### src/rtl/neuron_mac_sequencer_pkg.sv
// Shared definitions for the neuron MAC datapath: sequencer state encoding
// and the operand/product widths of the shared multiplier.
package neuron_mac_sequencer_pkg;

  localparam int OPND_W = 8;
  localparam int PROD_W = 16;

  typedef enum logic [1:0] {
    ST_IDLE  = 2'd0,
    ST_RUN   = 2'd1,
    ST_DRAIN = 2'd2,
    ST_DONE  = 2'd3
  } mac_state_e;

endpackage

### src/rtl/neuron_mac_sequencer_acc.sv
// Unsigned ACC_W accumulator: loads a zero-extended bias, adds zero-extended
// products when enabled, and keeps a sticky flag for any carry out of ACC_W.
module neuron_mac_acc
  import neuron_mac_sequencer_pkg::*;
#(
  parameter int ACC_W = 24
) (
  input  logic                clk,
  input  logic                rst_n,
  input  logic                load,
  input  logic [PROD_W-1:0]   bias,
  input  logic                acc_en,
  input  logic [PROD_W-1:0]   prod,
  output logic [ACC_W-1:0]    acc_p1,
  output logic                ovf
);

  // Sum is one bit wider than the accumulator; the MSB is the carry out.
  function automatic logic [ACC_W:0] acc_add(input logic [ACC_W-1:0] a,
                                             input logic [PROD_W-1:0] p);
    return (ACC_W+1)'(a) + (ACC_W+1)'(p);
  endfunction

  logic [ACC_W:0] sum_p0;

  assign sum_p0 = acc_add(acc_p1, prod);

  // Stage p1: accumulator register
  always_ff @(posedge clk) begin
    if (!rst_n) begin
      acc_p1 <= '0;
      ovf    <= 1'b0;
    end else if (load) begin
      acc_p1 <= ACC_W'(bias);
      ovf    <= 1'b0;
    end else if (acc_en) begin
      acc_p1 <= sum_p0[ACC_W-1:0];
      if (sum_p0[ACC_W]) ovf <= 1'b1;
    end
  end

endmodule

### src/rtl/neuron_mac_sequencer.sv
// Time-multiplexes one 8x8 multiplier over an N_INPUTS dot product plus bias,
// fetching operands from registered memories and returning the sum by valid/ready.
module neuron_mac_sequencer
  import neuron_mac_sequencer_pkg::*;
#(
  parameter int N_INPUTS = 8,
  parameter int ADDR_W   = 3,
  parameter int ACC_W    = 24
) (
  input  logic                clk,
  input  logic                rst_n,
  input  logic                start,
  input  logic [PROD_W-1:0]   bias,
  output logic                busy,
  output logic [ADDR_W-1:0]   mem_addr,
  input  logic [OPND_W-1:0]   in_data,
  input  logic [OPND_W-1:0]   w_data,
  output logic [OPND_W-1:0]   mul_a,
  output logic [OPND_W-1:0]   mul_b,
  input  logic [PROD_W-1:0]   mul_p,
  output logic [ACC_W-1:0]    result,
  output logic                result_valid,
  input  logic                result_ready,
  output logic                ovf
);

  localparam logic [ADDR_W-1:0] LAST_ADDR = ADDR_W'(N_INPUTS - 1);

  mac_state_e state;
  logic       vld_p0;
  logic       acc_load;

  assign mul_a    = in_data;
  assign mul_b    = w_data;
  assign acc_load = (state == ST_IDLE) && start;

  // Stage p0: address issue; read data for the address issued last cycle
  // is on in_data/w_data while vld_p0 is high.
  always_ff @(posedge clk) begin
    if (!rst_n) begin
      state        <= ST_IDLE;
      mem_addr     <= '0;
      vld_p0       <= 1'b0;
      result_valid <= 1'b0;
      busy         <= 1'b0;
    end else begin
      vld_p0 <= (state == ST_RUN);
      case (state)
        ST_IDLE: begin
          if (start) begin
            state    <= ST_RUN;
            mem_addr <= '0;
            busy     <= 1'b1;
          end
        end
        ST_RUN: begin
          if (mem_addr == LAST_ADDR) state <= ST_DRAIN;
          else                       mem_addr <= mem_addr + 1'b1;
        end
        ST_DRAIN: begin
          state        <= ST_DONE;
          result_valid <= 1'b1;
        end
        ST_DONE: begin
          if (result_ready) begin
            state        <= ST_IDLE;
            result_valid <= 1'b0;
            busy         <= 1'b0;
          end
        end
        default: state <= ST_IDLE;
      endcase
    end
  end

  // Stage p1: accumulate the product of the operands fetched in stage p0
  neuron_mac_acc #(
    .ACC_W(ACC_W)
  ) u_acc (
    .clk    (clk),
    .rst_n  (rst_n),
    .load   (acc_load),
    .bias   (bias),
    .acc_en (vld_p0),
    .prod   (mul_p),
    .acc_p1 (result),
    .ovf    (ovf)
  );

endmodule

### config.mk
export PLATFORM = sky130hd
export DESIGN_NAME = neuron_mac_sequencer
export DESIGN_NICKNAME = d
export VERILOG_FILES = /design/src/rtl/neuron_mac_sequencer_pkg.sv /design/src/rtl/neuron_mac_sequencer_acc.sv /design/src/rtl/neuron_mac_sequencer.sv
export SDC_FILE = /design/constraint.sdc
export NUM_CORES = 1
export LEC_CHECK = 0
export ABC_AREA = 1
export CAP_MARGIN = 15
export CORE_ASPECT_RATIO = 1.5
export CORE_UTILIZATION = 40
export DETAILED_ROUTE_END_ITERATION = 7
export GPL_ROUTABILITY_DRIVEN = 1
export MAX_ROUTING_LAYER = met4
export PLACE_DENSITY = 0.79
export SYNTH_ARGS = -nofsm -noshare
export SYNTH_HDL_FRONTEND = slang
export SYNTH_SLANG_ARGS = --single-unit
### constraint.sdc
create_clock -name clk -period 2.75 [get_ports clk]
set_input_delay 0.55 -clock clk [delete_from_list [all_inputs] [get_ports clk]]
set_output_delay 0.55 -clock clk [all_outputs]
set_load 0.005 [all_outputs]
==> metrics.csv <==
stage,metric,value,unit
status,status,finished with violations,
status,failing checks,design-rule violations,
floorplanning,Starting Density,41.5,%
timing,Slew headroom,72.2,%
timing,period utilization,80.6,%
timing,Max Freq,451,MHz
cts,Clock Pin Slew Worst Setup and Hold Paths,80,ps
grt,grt ovf,0,
critical_path,CP arrival,2410,ps
routing,via/cell ratio,5.07,
routing,Detailed Route WL,7.91,mm
placement,gpl congestion,0.928,
floorplanning,Die Outline Area,7450,µm²
critical_path,CP max stage delay,430,ps
floorplanning,FP Rows,37,
layout,"commonest non-fill, non-tap cell in the layout",nand2_1,
synthesis,Synth Area in Compound Gates,14.2,%
timing,final setup TNS,0,ps
critical_path,RR Endpoint,u_acc.acc_p1[14],
timing,Pins Over Slew Limit,0,
placement,DP HPWL,6.34,mm
critical_path,critical path class,input port to register,
critical_path,crit path launch type,input port,
critical_path,CP Data Required Time,2940,ps
routing,DRT Pass-1 Iters,6,
worst_hold_path,Worst Hold Class,register to register,
timing,Final min period,2220,ps
synthesis,Simple-Gate Fraction of Synth Area,36.3,%
cts,clock buffer count from CTS,5,
cts,Post-CTS Setup Bufs,0,
pwr,maximum vdd drop,0.344,mV
worst_hold_path,hold path cells,2,
grt,Total GRT Usage,23.2,%
synthesis,multiplexer area fraction after synthesis,0,%
timing,final hold vios,0,
synthesis,Synth Flop Type,dfxtp_1,
pwr,pwr dens,709,nW/µm²
critical_path,Reg-to-Reg Start,state[0],
pwr,LEAKAGE,1.72,nW
timing,final setup violation count,0,
routing,antenna-violating nets left,0,
grt,vias in the first global route,2959,
worst_hold_path,Worst Hold End,busy,
synthesis,synthesized-area fraction occupied by xor and xnor cells,0.308,%
placement,Post-DP Area,3500,µm²
synthesis,Synth Area per Inst,6.27,µm²
floorplanning,Die W,70.8,µm
cts,Bufs on Longest Clock Path,2,
cts,Clock Sinks,33,
critical_path,CP max stage cell,fa_1,
run,# Max-Cap Violations,0,
cts,post_cts resized,0,
layout,fill count,701,
grt,wire length of the first global-routing pass,13.3,mm
critical_path,CP cell instances,clkdlybuf4s50_1 -> ha_1 -> fa_1 -> nand2_1 -> nand3_1 -> nand2_1 -> o21ai_2 -> nand2_1 -> nand2_2 -> a21oi_1 -> nor2_1,
synthesis,Adder-Cell Fraction of Synth Area,10.4,%
grt,largest net degree at the start of global routing,15,
placement,Buffers on Ports,65,
synthesis,Mapped Area,2840,µm²
layout,"final std cell area, no fill",3580,µm²
cts,CTS root buf,clkbuf_8,
routing,DR iter-0 viols,179,
layout,share of post-route cells with drive strength above 1,8.81,%
layout,most frequent cells in the layout,"nand2_1 (126), inv_1 (73), clkdlybuf4s50_1 (65)",
cts,CTS Hold Buffers Added,0,
cts,# H-tree levels,2,
synthesis,post-synthesis register bit count,33,
synthesis,Syn Nets,528,
layout,ant diodes,0,
routing,routed len/inst,13.4,µm
synthesis,Post-Synthesis Cells,453,
floorplanning,I/O Pins,98,
critical_path,CP Capture Type,register,
routing,drt drc,18,
timing,RSZ-0062 raised after global routing,false,
synthesis,Post-synth EDFFs,0,
floorplanning,Die Span Y,105,µm
synthesis,sequential-to-total area share from yosys stat,23.3,%
worst_hold_path,Hold Startpoint,busy,
synthesis,Ys Warns,0,
grt,initial antenna violation count,0,
critical_path,most frequent CP cell,nand2_1,
critical_path,Crit Path Max Fanout,4,
floorplanning,core area,6850,µm²
synthesis,post-synthesis async set-or-reset flop share,0,%
cts,CTS tree,built,
timing,worst-margin pin slew,416,ps
layout,area grow syn2layout,26.1,%
routing,via count,2984,
synthesis,Netlist cell types,39,
timing,clk_skew,7.63,ps
cts,later-pin clock latency in the skew report,290,ps
critical_path,flop-to-flop setup slack,860,ps
layout,Layout Nets,586,
synthesis,largest family of logic cells by synthesized area,simple AND/OR/NAND/NOR gates,
critical_path,cells on worst reg2reg path,8,
[cells by family (layout without fill, tap and decap cells)]
kind of cell,Yosys count,after routing
compound gates,63,63
fa+ha+maj,23,23
xor+xnor,1,1
buf+inv,100,158
flops,33,33
simple gates,233,233
[state kept, by name, summed over array words and instances, names as in the netlist]
| register | cells |
|---|---|
| u_acc.acc_p1 | 24 |
| mem_addr | 3 |
| state | 2 |
| busy | 1 |
| result_valid | 1 |
| u_acc.ovf | 1 |
| vld_p0 | 1 |
[worst max path at each step]
stage / startpoint / to / slack (ps)
global placement: mul_p[0] / u_acc.acc_p1[16] / 250
detailed placement: mul_p[0] / u_acc.acc_p1[20] / 220
CTS: mul_p[0] / u_acc.acc_p1[16] / 520
global route: mul_p[0] / u_acc.acc_p1[20] / 380
finish: mul_p[0] / u_acc.acc_p1[16] / 530
floorplan: mul_p[0] / u_acc.acc_p1[16] / 810
[critical path: cells and delay by family]
family / cells / cell delay [ps]
simple gates: 6 / 580
compound gates: 2 / 210
buf+inv: 1 / 400
fa+ha+maj: 2 / 670
[per-stage QoR]
step / util, % / setup WS [ps] / cells / hold slack (ps) / power, mW
finish: 52.3 / 533 / 589 / 475 / 2.54
global route: 52.3 / 377 / 589 / 508 / 2.78
CTS: 52.3 / 522 / 589 / 478 / 2.54
detailed placement: 51.0 / 216 / 582 / 464 / 2.15
global placement: 51.0 / 250 / 582 / 455 / 2.12
floorplan: - / 808 / 453 / 460 / 1.67
[final cells by class]
| type | count | area [µm²] | area share (%) |
|---|---|---|---|
| Timing Repair Buffer | 72 | 703 | 19.6 |
| Tap cell | 78 | 97.6 | 2.72 |
| Multi-Input combinational cell | 320 | 1740 | 48.5 |
| Clock buffer | 7 | 86.3 | 2.41 |
| Sequential cell | 33 | 661 | 18.4 |
| Inverter | 79 | 297 | 8.28 |
[synthesized netlist by cell type (4+ instances only)]
cell     count  area, µm²
nand3_1     36        180
nand3_2      4       40.0
o21ai_0      7       35.0
inv_1       73        274
dfxtp_1     33        661
a21oi_1     28        140
a22o_1       7       61.3
a21oi_2      5       43.8
or2_1        4       25.0
nor3_1       6       30.0
nand2_2      8       50.1
inv_2        4       15.0
nor2_1      35        131
nand2_1    126        473
ha_1        22        275
buf_4       17        128
[where the power goes]
group          total [mW]  switching [mW]  internal, mW
registers           0.679          0.0954         0.584
logic                1.47           0.856         0.615
clock network       0.391           0.191         0.199
[routing by layer]
metal / share of wire, % / global-route usage (%) / vias up / routed length (µm)
li1: - / - / 1548 / -
met1: 42 / 25.6 / 1336 / 3320
met2: 51 / 40.3 / 86 / 4030
met3: 4.0 / 2.60 / 14 / 313
met4: 3.1 / 12.6 / 0 / 242
met5: 0 / - / - / 0
Power figures use the tool's default switching activity.
